===== config.mk =====
export PLATFORM = sky130hd
export DESIGN_NAME = dtw_batch_sched_flat
export DESIGN_NICKNAME = d
export VERILOG_FILES = /design/src/rtl/dtw_batch_sched_if.sv /design/src/rtl/dtw_batch_sched.sv /design/src/flat_wrapper.sv
export SDC_FILE = /design/constraint.sdc
export NUM_CORES = 1
export LEC_CHECK = 0
export ABC_AREA = 0
export CAP_MARGIN = 20
export CELL_PAD_IN_SITES_DETAIL_PLACEMENT = 0
export CELL_PAD_IN_SITES_GLOBAL_PLACEMENT = 1
export CORE_ASPECT_RATIO = 0.9
export CORE_MARGIN = 4
export CORE_UTILIZATION = 43
export DETAILED_ROUTE_END_ITERATION = 12
export GPL_TIMING_DRIVEN = 0
export PLACE_DENSITY_LB_ADDON = 0.1
export SETUP_SLACK_MARGIN = 0.3
export SYNTH_ARGS = -nofsm -noshare
export SYNTH_HDL_FRONTEND = slang
export SYNTH_SLANG_ARGS = --single-unit

===== constraint.sdc =====
create_clock -name clk -period 21.3 [get_ports clk]
set_input_delay 5.325 -clock clk [delete_from_list [all_inputs] [get_ports clk]]
set_output_delay 5.325 -clock clk [all_outputs]
set_load 0.1 [all_outputs]

===== src/rtl/dtw_batch_sched_if.sv =====
// Result-record stream from the batch scheduler to its consumer.
// The master side drives the record and valid; the slave side returns ready.
interface dtw_batch_sched_if #(
   parameter int unsigned axi_dwidth = 32,
   parameter int unsigned CNT_W      = 16
);
   logic                  res_valid;
   logic                  res_ready;
   logic [CNT_W-1:0]      res_idx;
   logic [axi_dwidth-1:0] res_minval;
   logic [axi_dwidth-1:0] res_pos;
   logic                  res_hit;

   modport master (
      output res_valid, res_idx, res_minval, res_pos, res_hit,
      input  res_ready
   );

   modport slave (
      input  res_valid, res_idx, res_minval, res_pos, res_hit,
      output res_ready
   );
endinterface


===== src/rtl/dtw_batch_sched.sv =====
// Sequences the DTW core over a batch of queries: clear, wait for data, run, emit one record.
// Tracks the batch minimum, flags threshold hits and aborts hung runs via a watchdog.
module dtw_batch_sched #(
   parameter int unsigned axi_dwidth = 32,
   parameter int unsigned CNT_W      = 16,
   parameter int unsigned RST_CYC    = 2
) (
   input  logic                  clk,
   input  logic                  rst,
   input  logic                  cfg_go,
   input  logic                  cfg_abort,
   input  logic [CNT_W-1:0]      cfg_nq,
   input  logic                  cfg_mode,
   input  logic [axi_dwidth-1:0] cfg_thresh,
   input  logic [31:0]           cfg_timeout,
   output logic                  busy,
   output logic                  batch_done,
   output logic                  err_timeout,
   output logic                  core_rst,
   output logic                  core_start,
   output logic                  core_mode,
   input  logic                  core_done,
   input  logic [axi_dwidth-1:0] core_minval,
   input  logic [axi_dwidth-1:0] core_pos,
   input  logic                  fifo_empty,
   dtw_batch_sched_if.master     res,
   output logic [axi_dwidth-1:0] best_minval,
   output logic [axi_dwidth-1:0] best_pos,
   output logic [CNT_W-1:0]      best_idx
);

   localparam int unsigned RcW = (RST_CYC > 1) ? $clog2(RST_CYC) : 1;

   typedef enum logic [2:0] {StIdle, StClr, StWait, StRun, StEmit} st_e;

   st_e                   state_q, state_d;
   logic [RcW-1:0]        rc_q, rc_d;
   logic [31:0]           wd_q, wd_d, wd_inc;
   logic [CNT_W-1:0]      nq_q, nq_d, idx_q, idx_d;
   logic                  mode_q, mode_d;
   logic [axi_dwidth-1:0] thresh_q, thresh_d;
   logic [31:0]           tmo_q, tmo_d;
   logic                  busy_q, busy_d, done_q, done_d, err_q, err_d;
   logic                  crst_q, crst_d, cstart_q, cstart_d, rvalid_q, rvalid_d;
   logic [axi_dwidth-1:0] rmin_q, rmin_d, rpos_q, rpos_d;
   logic                  rhit_q, rhit_d;
   logic [axi_dwidth-1:0] bmin_q, bmin_d, bpos_q, bpos_d;
   logic [CNT_W-1:0]      bidx_q, bidx_d;
   logic                  go_ok, run_done, wd_exp, hs, last;

   // Abort outranks every other event, including a go or a handshake in the same cycle.
   assign wd_inc   = (wd_q == '1) ? wd_q : wd_q + 32'd1;
   assign go_ok    = cfg_go && (state_q == StIdle) && !cfg_abort;
   assign run_done = (state_q == StRun) && core_done && !cfg_abort;
   assign wd_exp   = (state_q == StRun) && !core_done && !cfg_abort &&
                     (tmo_q != 32'd0) && (wd_inc >= tmo_q);
   assign hs       = (state_q == StEmit) && rvalid_q && res.res_ready && !cfg_abort;
   assign last     = (idx_q == nq_q - CNT_W'(1));

   always_ff @(posedge clk or posedge rst) begin
      if (rst) state_q <= StIdle;
      else     state_q <= state_d;
   end

   always_comb begin
      state_d = state_q;
      if (cfg_abort) begin
         state_d = StIdle;
      end else begin
         unique case (state_q)
            StIdle: if (go_ok && (cfg_nq != '0)) state_d = StClr;
            StClr:  if (rc_q == RcW'(RST_CYC - 1)) state_d = StWait;
            StWait: if (!fifo_empty) state_d = StRun;
            StRun: begin
               if (run_done)    state_d = StEmit;
               else if (wd_exp) state_d = StIdle;
            end
            StEmit: if (hs) state_d = last ? StIdle : StClr;
            default: state_d = StIdle;
         endcase
      end
   end

   // Core controls and busy are registered copies of the next-state decode.
   always_comb begin
      busy_d   = (state_d != StIdle);
      cstart_d = (state_d == StRun);
      rvalid_d = (state_d == StEmit);
      crst_d   = (state_d == StClr) || wd_exp || (cfg_abort && (state_q != StIdle));
   end

   always_comb begin
      rc_d     = (state_q == StClr && state_d == StClr) ? rc_q + RcW'(1) : '0;
      wd_d     = (state_q == StRun && state_d == StRun) ? wd_inc : '0;
      nq_d     = nq_q;
      mode_d   = mode_q;
      thresh_d = thresh_q;
      tmo_d    = tmo_q;
      idx_d    = idx_q;
      done_d   = done_q;
      err_d    = err_q;
      rmin_d   = rmin_q;
      rpos_d   = rpos_q;
      rhit_d   = rhit_q;
      bmin_d   = bmin_q;
      bpos_d   = bpos_q;
      bidx_d   = bidx_q;
      if (go_ok) begin
         nq_d     = cfg_nq;
         mode_d   = cfg_mode;
         thresh_d = cfg_thresh;
         tmo_d    = cfg_timeout;
         idx_d    = '0;
         done_d   = (cfg_nq == '0);
         err_d    = 1'b0;
         bmin_d   = '1;
         bpos_d   = '0;
         bidx_d   = '0;
      end
      if (wd_exp) err_d = 1'b1;
      if (run_done) begin
         rmin_d = core_minval;
         rpos_d = core_pos;
         rhit_d = (core_minval < thresh_q);
      end
      if (hs) begin
         // Strict compare so ties keep the earlier index.
         if (rmin_q < bmin_q) begin
            bmin_d = rmin_q;
            bpos_d = rpos_q;
            bidx_d = idx_q;
         end
         if (last) done_d = 1'b1;
         else      idx_d  = idx_q + CNT_W'(1);
      end
   end

   always_ff @(posedge clk or posedge rst) begin
      if (rst) begin
         rc_q     <= '0;
         wd_q     <= '0;
         nq_q     <= '0;
         mode_q   <= 1'b0;
         thresh_q <= '0;
         tmo_q    <= '0;
         idx_q    <= '0;
         busy_q   <= 1'b0;
         done_q   <= 1'b0;
         err_q    <= 1'b0;
         crst_q   <= 1'b1;
         cstart_q <= 1'b0;
         rvalid_q <= 1'b0;
         rmin_q   <= '0;
         rpos_q   <= '0;
         rhit_q   <= 1'b0;
         bmin_q   <= '1;
         bpos_q   <= '0;
         bidx_q   <= '0;
      end else begin
         rc_q     <= rc_d;
         wd_q     <= wd_d;
         nq_q     <= nq_d;
         mode_q   <= mode_d;
         thresh_q <= thresh_d;
         tmo_q    <= tmo_d;
         idx_q    <= idx_d;
         busy_q   <= busy_d;
         done_q   <= done_d;
         err_q    <= err_d;
         crst_q   <= crst_d;
         cstart_q <= cstart_d;
         rvalid_q <= rvalid_d;
         rmin_q   <= rmin_d;
         rpos_q   <= rpos_d;
         rhit_q   <= rhit_d;
         bmin_q   <= bmin_d;
         bpos_q   <= bpos_d;
         bidx_q   <= bidx_d;
      end
   end

   assign busy           = busy_q;
   assign batch_done     = done_q;
   assign err_timeout    = err_q;
   assign core_rst       = crst_q;
   assign core_start     = cstart_q;
   assign core_mode      = mode_q;
   assign res.res_valid  = rvalid_q;
   assign res.res_idx    = idx_q;
   assign res.res_minval = rmin_q;
   assign res.res_pos    = rpos_q;
   assign res.res_hit    = rhit_q;
   assign best_minval    = bmin_q;
   assign best_pos       = bpos_q;
   assign best_idx       = bidx_q;

endmodule


===== src/flat_wrapper.sv =====
// flat-port wrapper written by rule: the top's interface ports become plain ports
module dtw_batch_sched_flat 
#(
   parameter int unsigned axi_dwidth = 32,
   parameter int unsigned CNT_W      = 16,
   parameter int unsigned RST_CYC    = 2
)
  (clk, rst, cfg_go, cfg_abort, cfg_nq, cfg_mode, cfg_thresh, cfg_timeout, busy, batch_done, err_timeout, core_rst, core_start, core_mode, core_done, core_minval, core_pos, fifo_empty, best_minval, best_pos, best_idx, res_res_valid, res_res_idx, res_res_minval, res_res_pos, res_res_hit, res_res_ready);
  dtw_batch_sched_if #(.axi_dwidth(axi_dwidth), .CNT_W(CNT_W)) res_i ();
  input  logic clk;
  input  logic rst;
  input  logic cfg_go;
  input  logic cfg_abort;
  input  logic [CNT_W-1:0] cfg_nq;
  input  logic cfg_mode;
  input  logic [axi_dwidth-1:0] cfg_thresh;
  input  logic [31:0] cfg_timeout;
  output logic busy;
  output logic batch_done;
  output logic err_timeout;
  output logic core_rst;
  output logic core_start;
  output logic core_mode;
  input  logic core_done;
  input  logic [axi_dwidth-1:0] core_minval;
  input  logic [axi_dwidth-1:0] core_pos;
  input  logic fifo_empty;
  output logic [axi_dwidth-1:0] best_minval;
  output logic [axi_dwidth-1:0] best_pos;
  output logic [CNT_W-1:0] best_idx;
  output wire logic [$bits(res_i.res_valid)-1:0] res_res_valid;
  output wire logic [$bits(res_i.res_idx)-1:0] res_res_idx;
  output wire logic [$bits(res_i.res_minval)-1:0] res_res_minval;
  output wire logic [$bits(res_i.res_pos)-1:0] res_res_pos;
  output wire logic [$bits(res_i.res_hit)-1:0] res_res_hit;
  input wire logic [$bits(res_i.res_ready)-1:0] res_res_ready;
  assign res_res_valid = res_i.res_valid;
  assign res_res_idx = res_i.res_idx;
  assign res_res_minval = res_i.res_minval;
  assign res_res_pos = res_i.res_pos;
  assign res_res_hit = res_i.res_hit;
  assign res_i.res_ready = res_res_ready;
  dtw_batch_sched #(.axi_dwidth(axi_dwidth), .CNT_W(CNT_W), .RST_CYC(RST_CYC)) u_core (.clk(clk), .rst(rst), .cfg_go(cfg_go), .cfg_abort(cfg_abort), .cfg_nq(cfg_nq), .cfg_mode(cfg_mode), .cfg_thresh(cfg_thresh), .cfg_timeout(cfg_timeout), .busy(busy), .batch_done(batch_done), .err_timeout(err_timeout), .core_rst(core_rst), .core_start(core_start), .core_mode(core_mode), .core_done(core_done), .core_minval(core_minval), .core_pos(core_pos), .fifo_empty(fifo_empty), .res(res_i), .best_minval(best_minval), .best_pos(best_pos), .best_idx(best_idx));
endmodule

==> run summary, run 1 <==
The flow ran to the end, and the final reports show no timing, DRC or antenna violations. For the initial antenna violation count, the log shows 8. After clock tree synthesis, the clock-pin slew on the worst setup and hold paths is 0.07 ns. The part of the Yosys area used for sequential elements is 48.6%, and the cell area after synthesis is 14700 µm².

Post-CTS repair changed the size of 0 cells. The number of filler instances in the final layout was 2935; the internal power summed over all cells was 0.964 mW. Setup repair after global routing left no endpoint under its margin. The run gives 0 as the number of hold buffers added after CTS. Summing all placed instances gives a cell area of 18500 µm². The ratio of routed vias to standard cells was 5.18.

Summed over all cells, the static leakage comes to 8.95 nW. Type of element launching the critical path: a primary input. In the final design database the tool counted 2035 nets. In this run the tool buffered the top-level ports with 319 buffer cells. The max-slew violation count was 0. Yosys printed 0 warnings. The die covers 37200 µm². The run gives 19600 µm² as the final cell area excluding filler cells.

The biggest fanout along the worst timing path is 10, and the share of async-settable or async-resettable flops after synthesis is 100%. Yosys mapped the design onto 71 distinct sky130hd cell types. For the pin with the worst max-slew slack, the measured transition is 1.12 ns. The portion of the clock cycle consumed by the worst path in the final layout works out to 38.2%. Leaving out fill and tap cells, the most frequent cells in the layout are sky130_fd_sc_hd__clkdlybuf4s50_1, sky130_fd_sc_hd__dfrtp_1, sky130_fd_sc_hd__nand2_1.

The worst setup path category is in -> reg. The clock reaches the later pin of the worst-skew pair after 0.56 ns. Leaving out fill and tap cells, the most frequent cell in the layout is sky130_fd_sc_hd__clkdlybuf4s50_1. In this run the deepest clock path goes through 3 buffers.

The reported max-cap violation count was 0; the fraction of power spent switching nets was 28.6%. In this run, CTS created clock tree buffers numbering 31. For this run, the total global-route usage over all layers was measured as 22.3%. The number of synthesized flops with an enable pin came out at 0.

In this run the core area contains 63 standard-cell rows. In this run the post-CTS setup repair buffer count came out at 0. Prior to clock tree synthesis, the placed netlist has a worst setup slack of 12.51 ns. In this run the standard cell core region covers 33300 µm². In the post-route analysis, the smallest setup slack over all paths is 13.16 ns. The remaining global-route overflow is 0, and the combinational cell fraction of total power is 16.9%. The number of optimization iterations in the first detailed-route pass was 5. The path class of the tightest hold or removal check is reg -> reg. The die is 203 µm wide. For this configuration, the core starts out at a cell density of 44.1%.

The power density over the cells was 69.0 nW/µm²; the final estimated routing congestion in global placement was 0.823. Compared with the post-synthesis result, the final layout area differs by 32.9%. The share of final-layout standard cells stronger than drive strength 1 was 11.9%; the data arrival time of the critical path was 8.61 ns. For the post-route setup TNS, the log shows 0 ns. For this run, the top clock speed supported by timing is 123 MHz.

Among all flip-flop cells after synthesis, the most frequent one is sky130_fd_sc_hd__dfrtp_1. The logs give 42700 µm for the wire length reported by the detailed router and 11800 for the vias after detailed routing. After legalization and detailed placement, the total HPWL measured 32800 µm.

The smallest clock period supported by the final layout is computed as 8.14 ns. CTS saw 284 sinks. Setup violations remaining at the end of the flow were counted as 0.

In the final routed layout, each cell accounts on average for 18.8 µm. TritonCTS built the clock tree. After detailed routing, the number of remaining DRC violations is 0. Entering global routing, the biggest net connects 124 pins.

Sequential cells account for 44.0% of the total power. The clock root buffer is sky130_fd_sc_hd__clkbuf_16. The floorplan die height is 183 µm. The average cell area after synthesis is 10.3 µm². The required time at the endpoint of the critical path was 21.77 ns. Net switching component of the power: 0.386 mW.

The total number of H-tree levels is 1. Of the total power, the clock network draws 39.1%. The final-report hold violation count came out at 0. The first global-routing pass estimated 66800 µm of wire.

The count of nets left with antenna violations once routing finished came out at 0. Top-level I/O count: 320. STA classifies the critical path endpoint as a flop. When the netlist entered floorplanning its net count stood at 1681. The worst supply voltage drop on vdd was 0.0000637 V. For the detailed router's first-iteration violation count, the log shows 589. Number of global-route vias before repair: 11700.

Measured against its own limit, the worst slew margin works out to 24.9%. The completed layout was analyzed and its total power is 1.35 mW. Across the routed clock network, the largest skew measured is 0.0215 ns. The register bit count reported by yosys works out to 284.

The synthesized netlist cell count is 1432.
## cells by family after synthesis
family / count (synthesis) / share of synthesized area [%]
flops: 284 / 48.6
buf+inv: 185 / 4.97
xor+xnor: 47 / 2.80
compound gates: 234 / 10.9
mux: 115 / 8.64
fa+ha+maj: 97 / 8.25
simple gates: 470 / 15.9
## metrics by stage
stage	std cells	utilization (%)	hold WS (ns)
after floorplan	1432	-	0.447
after global placement	2206	55.4	0.458
after detailed placement	2208	55.6	0.461
after CTS	2266	58.6	0.478
after global routing	2269	58.6	0.525
final	2270	58.7	0.477
## cell usage after synthesis (3+ instances only)
library cell                number  area [µm²]
sky130_fd_sc_hd__a211oi_1        5        37.5
sky130_fd_sc_hd__a21o_1         22         165
sky130_fd_sc_hd__a21oi_1        32         160
sky130_fd_sc_hd__a221oi_1        3        26.3
sky130_fd_sc_hd__and3_1         14        87.6
sky130_fd_sc_hd__and4_1          7        61.3
sky130_fd_sc_hd__buf_2          12        60.1
sky130_fd_sc_hd__clkbuf_1       54         203
sky130_fd_sc_hd__dfrtp_1       251        6280
sky130_fd_sc_hd__dfstp_2        33         867
sky130_fd_sc_hd__ha_1           97        1210
sky130_fd_sc_hd__inv_1         114         428
sky130_fd_sc_hd__mux2_2         96        1080
sky130_fd_sc_hd__mux2i_1        19         190
sky130_fd_sc_hd__nand2_1       202         758
sky130_fd_sc_hd__nand2b_1        8        50.1
sky130_fd_sc_hd__nand3_1        71         355
sky130_fd_sc_hd__nand3b_1        3        22.5
sky130_fd_sc_hd__nand4_1        27         169
sky130_fd_sc_hd__nor2_1         39         146
sky130_fd_sc_hd__nor2b_1        35         219
sky130_fd_sc_hd__nor3_1         15        75.1
sky130_fd_sc_hd__nor3_2          4        40.0
sky130_fd_sc_hd__nor3b_1         3        22.5
sky130_fd_sc_hd__nor4_1         22         138
sky130_fd_sc_hd__o2111ai_1       4        35.0
sky130_fd_sc_hd__o211ai_1        6        45.0
sky130_fd_sc_hd__o21a_1          4        30.0
sky130_fd_sc_hd__o21ai_0        84         420
sky130_fd_sc_hd__o21ai_1         3        15.0
sky130_fd_sc_hd__o2bb2ai_1      44         385
sky130_fd_sc_hd__o31ai_1         4        30.0
sky130_fd_sc_hd__or3_1           5        31.3
sky130_fd_sc_hd__xnor2_1        20         175
sky130_fd_sc_hd__xor2_1         27         236
## path summary, 6_finish.rpt
| path | start | end | slack, ns | cells past startpoint |
|---|---|---|---|---|
| setup / recovery | cfg_abort | u_core.best_idx[8]$_DFF_PP0_ | 13.16 | 13 |
| hold / removal | u_core.core_mode$_DFFE_PP0P_ | u_core.core_mode$_DFFE_PP0P_ | 0.48 | 2 |
| setup reg to reg | u_core.wd_q[19]$_DFF_PP0_ | u_core.core_rst$_DFF_PP1_ | 16.31 | 16 |
| hold reg to reg | u_core.core_mode$_DFFE_PP0P_ | u_core.core_mode$_DFFE_PP0P_ | 0.48 | 2 |
| max in group asynchronous | rst | u_core.tmo_q[2]$_DFFE_PP0P_ | 14.67 | 4 |
| min in group asynchronous | rst | u_core.res.res_minval[22]$_DFFE_PP0P_ | 5.17 | 2 |
## area by class of cell
type                    instances  area, µm²  share of cell area [%]
inverters                     114        435                    2.23
multi-input cells             963       6840                    34.9
clock buffers                  50        957                    4.89
flip-flops and latches        284       7150                    36.5
plain buffers                  71        304                    1.55
well taps                     455        569                    2.91
diodes                          4       10.0                  0.0512
clock inverters                 8       50.0                   0.256
repair buffers                321       3250                    16.6
## layer usage
layer | part of all wire [%] | vias to the layer above | global-route usage [%]
met5 | 0.13 | - | 0
met4 | 1.7 | 10 | 4.34
met3 | 6.2 | 51 | 4.71
met2 | 46 | 303 | 36.1
met1 | 46 | 5687 | 31.5
li1 | - | 5714 | -
## worst max-delay path: stages
cell                              delay (ns)
sky130_fd_sc_hd__clkdlybuf4s50_1        0.50
sky130_fd_sc_hd__inv_1                  0.15
sky130_fd_sc_hd__nand3_1                0.27
sky130_fd_sc_hd__nor2_1                 0.22
sky130_fd_sc_hd__o211ai_1               0.21
sky130_fd_sc_hd__a211oi_1               0.32
sky130_fd_sc_hd__o211a_1                0.23
sky130_fd_sc_hd__buf_2                  0.25
sky130_fd_sc_hd__nand2b_1               0.13
sky130_fd_sc_hd__buf_2                  0.23
sky130_fd_sc_hd__buf_2                  0.31
sky130_fd_sc_hd__buf_2                  0.29
sky130_fd_sc_hd__o2bb2ai_1              0.16
## flip-flops by register name, summed over array words and instances (netlist names), 32 cells and up
register	cells
u_core.best_minval	32
u_core.tmo_q	32
u_core.res.res_pos	32
u_core.wd_q	32
u_core.res.res_minval	32
u_core.best_pos	32
u_core.thresh_q	32
## power groups by stage
| stage | registers [mW] | clock network [mW] | logic, mW |
|---|---|---|---|
| floorplan | 0.641 | 0 | 0.107 |
| global placement | 0.603 | 0 | 0.223 |
| detailed placement | 0.603 | 0 | 0.228 |
| CTS | 0.594 | 0.543 | 0.230 |
| global route | 0.598 | 0.563 | 0.253 |
| finish | 0.594 | 0.528 | 0.228 |
Note: power is estimated with default switching activity, not from simulation.
==> inputs of run 2 (changes only) <==
--- a/config.mk
+++ b/config.mk
@@ -11,7 +11,7 @@
 export CELL_PAD_IN_SITES_GLOBAL_PLACEMENT = 1
 export CORE_ASPECT_RATIO = 0.9
 export CORE_MARGIN = 4
-export CORE_UTILIZATION = 43
+export CORE_UTILIZATION = 36
 export DETAILED_ROUTE_END_ITERATION = 12
 export GPL_TIMING_DRIVEN = 0
 export PLACE_DENSITY_LB_ADDON = 0.1
==> constraint.sdc (replaced) <==
create_clock -name clk -period 6.6 [get_ports clk]
set_input_delay 1.65 -clock clk [delete_from_list [all_inputs] [get_ports clk]]
set_output_delay 1.65 -clock clk [all_outputs]
set_load 0.1 [all_outputs]
==> run 2 against run 1 <==
Effect of this change: global-route usage fell by 2.1 points; non-clock buffer count rose by 5; critical path depth rose by 5; design area rose by 1.5%; setup slack got worse by 12 ns.
==> run summary, run 2 (synthesis gave the netlist of run 1 again) <==
The final design utilization is 49.8% (was 58.7%). The family with the most delay on the worst path is compound AO/OA/AOI/OAI gates (was buffers and inverters). The core area is 39900 µm² (was 33300 µm²), and the worst supply voltage drop on vdd is 0.000160 V (was 0.0000637 V).

The number of optimization iterations in the first detailed-route pass came out at 4 (was 5). The logs give 1.28 mW (was 0.386 mW) for the net switching component of the power and 1.61 ns (was 16.31 ns) for the reg-to-reg setup timing slack. The run finished with clean final reports. The type of element launching the critical path was a flop (was a primary input). The clock root buffer was sky130_fd_sc_hd__clkbuf_16 (unchanged). The final estimated routing congestion in global placement is 0.809 (was 0.823), and the post-detailed-route wirelength per cell is 19.3 µm (was 18.8 µm). The maximum number of pins on one net before global-route repair was 41 (was 124); the number of hold buffers added after CTS was 0 (unchanged). The highest cell delay on the worst timing path is 0.44 ns (was 0.50 ns).

The clock-pin slew on the worst setup and hold paths was 0.06 ns (was 0.07 ns); the final cell area excluding filler cells was 19900 µm² (was 19600 µm²). Leakage power of the design: 9.05 nW (was 8.95 nW). After layout, the minimum clock period comes to 4.99 ns. The x dimension of the die was 221 µm (was 203 µm); the power density over the cells was 230 nW/µm² (was 69.0 nW/µm²). The tools report the number of design rule violations left after detail routing as 0 (unchanged). The global routing usage summed across all routing layers is 20.2% (was 22.3%). The number of clock buffers inserted by TritonCTS is 35 (was 31), and the ratio of routed vias to standard cells is 5.02 (was 5.18).

The post-route total power is 4.57 mW (was 1.35 mW), and the top-level I/O count is 320 (unchanged). The tools report the sum of net half-perimeters after detailed placement as 35000 µm (was 32800 µm). The logs give 0.482 ns (was 0.477 ns) for the worst hold-check slack and 41.8% (was 39.1%) for the clock network power share. The number of antenna-violating nets in the routed design is 0 (unchanged). The wire length reported by the detailed router was 45300 µm (was 42700 µm); the portion of the clock cycle consumed by the worst path in the final layout was 75.7%. The tools report the cell area after placement as 18700 µm² (was 18500 µm²). The number of global-route vias before repair was 12200 (was 11700).

The global-route wire length before repair is 70900 µm (was 66800 µm). The capture point of the worst reg-to-reg path was u_core.core_rst$_DFF_PP1_ (unchanged). For the combinational cell fraction of total power, the log shows 16.2% (was 16.9%).

The launching point of the worst reg2reg path is u_core.wd_q[18]$_DFF_PP0_ (was u_core.wd_q[19]$_DFF_PP0_). For the data arrival time of the critical path, the log shows 5.43 ns (was 8.61 ns). Critical path's most frequent cell: sky130_fd_sc_hd__a21oi_1 (was sky130_fd_sc_hd__buf_2).

The vias after detailed routing is 11800 (about the same). The biggest fanout along the worst timing path was 10 (unchanged). Top library cells by usage in the layout, fill and taps aside: sky130_fd_sc_hd__clkdlybuf4s50_1, sky130_fd_sc_hd__dfrtp_1, sky130_fd_sc_hd__nand2_1 (unchanged).

The worst-skew pair later-pin latency was 0.52 ns (was 0.56 ns); the detailed router's first-iteration violation count was 643 (was 589). The run gives 2 (was 1) as the total number of H-tree levels. Setup repair after global routing left no endpoint under its margin. The share of final-layout standard cells stronger than drive strength 1 was 12.3% (was 11.9%). The final-report hold violation count was 0 (unchanged). The number of gates given a new drive strength after cts came out at 0 (unchanged).

Worst setup path category: reg -> reg (was in -> reg). The number of rows created at floorplan is 69 (was 63). The layout overhead on the synthesized area was 34.9% (was 32.9%). For the reported max-cap violation count, the log shows 0 (unchanged). The library cell contributing the largest single delay on the critical path was sky130_fd_sc_hd__a311o_1 (was sky130_fd_sc_hd__clkdlybuf4s50_1). The worst slew margin relative to its limit came out at 26.8% (was 24.9%).

TritonCTS built the clock tree. For the initial antenna violation count, the log shows 12 (was 8). Worst-path cell chain: and4_1 -> and3_1 -> clkbuf_1 -> and3_1 -> and3_1 -> clkbuf_1 -> nand3b_1 -> nor2_1 -> xnor2_1 -> ha_1 -> a21oi_1 -> nand2_1 -> a221oi_1 -> a21oi_1 -> a21oi_1 -> a21oi_1 -> a311o_1 -> a311o_1 (was clkdlybuf4s50_1 -> inv_1 -> nand3_1 -> nor2_1 -> o211ai_1 -> a211oi_1 -> o211a_1 -> buf_2 -> nand2b_1 -> buf_2 -> buf_2 -> buf_2 -> o2bb2ai_1).

The tools report the die outline area as 44200 µm² (was 37200 µm²). The remaining global-route overflow is 0 (unchanged), and the number of filler instances in the final layout is 3859 (was 2935). The floorplan die height was 200 µm (was 183 µm).

The required time at the endpoint of the critical path was 7.04 ns (was 21.77 ns). The tools report the number of setup buffers added after CTS as 0 (unchanged). Critical path endpoint category: a flop (unchanged). The setup skew after layout is 0.0147 ns (was 0.0215 ns). The transition time at the pin with the least slew margin is 1.09 ns (was 1.12 ns), and the final-report setup violation count is 0 (unchanged). The count of buffering cells on the critical path with inverters included was 2 (was 6); the fraction of power spent switching nets was 28.1% (was 28.6%). The count of input and output buffers was 319 (unchanged); the logic depth of the worst path, buffers included was 18 (was 13). The startpoint of the most critical setup path was u_core.wd_q[18]$_DFF_PP0_ (was cfg_abort). The run gives 36.9% (was 44.1%) as the initial cell density of the core.

The max-slew violation count came out at 0 (unchanged). The internal power summed over all cells is 3.29 mW (was 0.964 mW), and the number of cells on the worst reg-to-reg path is 18 (was 16). The class of the worst hold path is reg -> reg (unchanged). The logs give 3 (unchanged) for the number of buffers on the longest clock path and 284 (unchanged) for the number of clock sinks.

The post-layout net count was 2044 (was 2035). The tools report the capturing element of the worst setup path as u_core.core_rst$_DFF_PP1_ (was u_core.best_idx[8]$_DFF_PP0_). Sequential cell fraction of total power: 42.0% (was 44.0%). The achievable frequency came out at 200 MHz.

The tools report the number of diodes added for antenna fixing as 0 (was 4). The most frequent standard cell in the layout excluding fill and tap cells was sky130_fd_sc_hd__clkdlybuf4s50_1 (unchanged).
## run 2: cell count changes in the layout (fill, tap and decap cells not counted), sizes merged
cell,change
buf,+5
bufinv,+2
clkbuf,+2
clkinv,-2
diode,-4
inv,+1
## run 2: power by group through the flow
stage / sequential (mW) / combinational [mW] / clock (mW)
finish: 1.92 / 0.741 / 1.91
global route: 1.93 / 0.828 / 2.05
CTS: 1.92 / 0.753 / 1.97
detailed placement: 1.95 / 0.748 / 0
global placement: 1.95 / 0.730 / 0
floorplan: 2.07 / 0.345 / 0
## run 2: metal layers
layer / GRT usage (%) / wire length, µm / up-vias
met5: 0 / 136 / -
met4: 3.91 / 701 / 24
met3: 5.22 / 2640 / 72
met2: 33.2 / 20800 / 247
met1: 27.7 / 21000 / 5716
li1: - / - / 5734
## run 2: through the flow
stage	cells	setup WS [ns]	setup TNS [ns]
detailed placement	2290	1.49	0
finish	2351	1.61	0
global placement	2283	-1.21	-298.80
floorplan	1432	1.21	0
CTS	2351	1.59	0
global route	2351	1.11	0
## run 2: area by class of cell
type                       instances  area, µm²  share of cell area, %
sequential                       284       7150                   36.0
multi-input combinational        963       6840                   34.4
timing repair buffer             326       3330                   16.8
clock buffer                      52       1030                   5.19
tap                              532        666                   3.35
inverter                         114        432                   2.17
buffer                            71        304                   1.53
clock inverter                     9        106                  0.536
## run 2: worst reg2reg max path, delay by kind of cell, from the launching register on
family	cells	cell delay (ns)
flops	1	0.40
compound gates	7	2.03
xor+xnor	1	0.20
buf+inv	2	0.65
simple gates	7	1.33
fa+ha+maj	1	0.29
## run 2: how the worst min path moves through the flow
stage | start | end | slack [ns] | cells past startpoint
6_report | u_core.core_mode$_DFFE_PP0P_ | u_core.core_mode$_DFFE_PP0P_ | 0.48 | 2
5_1_grt | u_core.core_mode$_DFFE_PP0P_ | u_core.core_mode$_DFFE_PP0P_ | 0.52 | 2
4_1_cts | u_core.core_mode$_DFFE_PP0P_ | u_core.core_mode$_DFFE_PP0P_ | 0.48 | 2
3_5_place_dp | u_core.core_mode$_DFFE_PP0P_ | u_core.core_mode$_DFFE_PP0P_ | 0.47 | 2
3_3_place_gp | u_core.core_mode$_DFFE_PP0P_ | u_core.core_mode$_DFFE_PP0P_ | 0.46 | 2
2_1_floorplan | u_core.thresh_q[0]$_DFFE_PP0P_ | u_core.thresh_q[0]$_DFFE_PP0P_ | 0.45 | 2
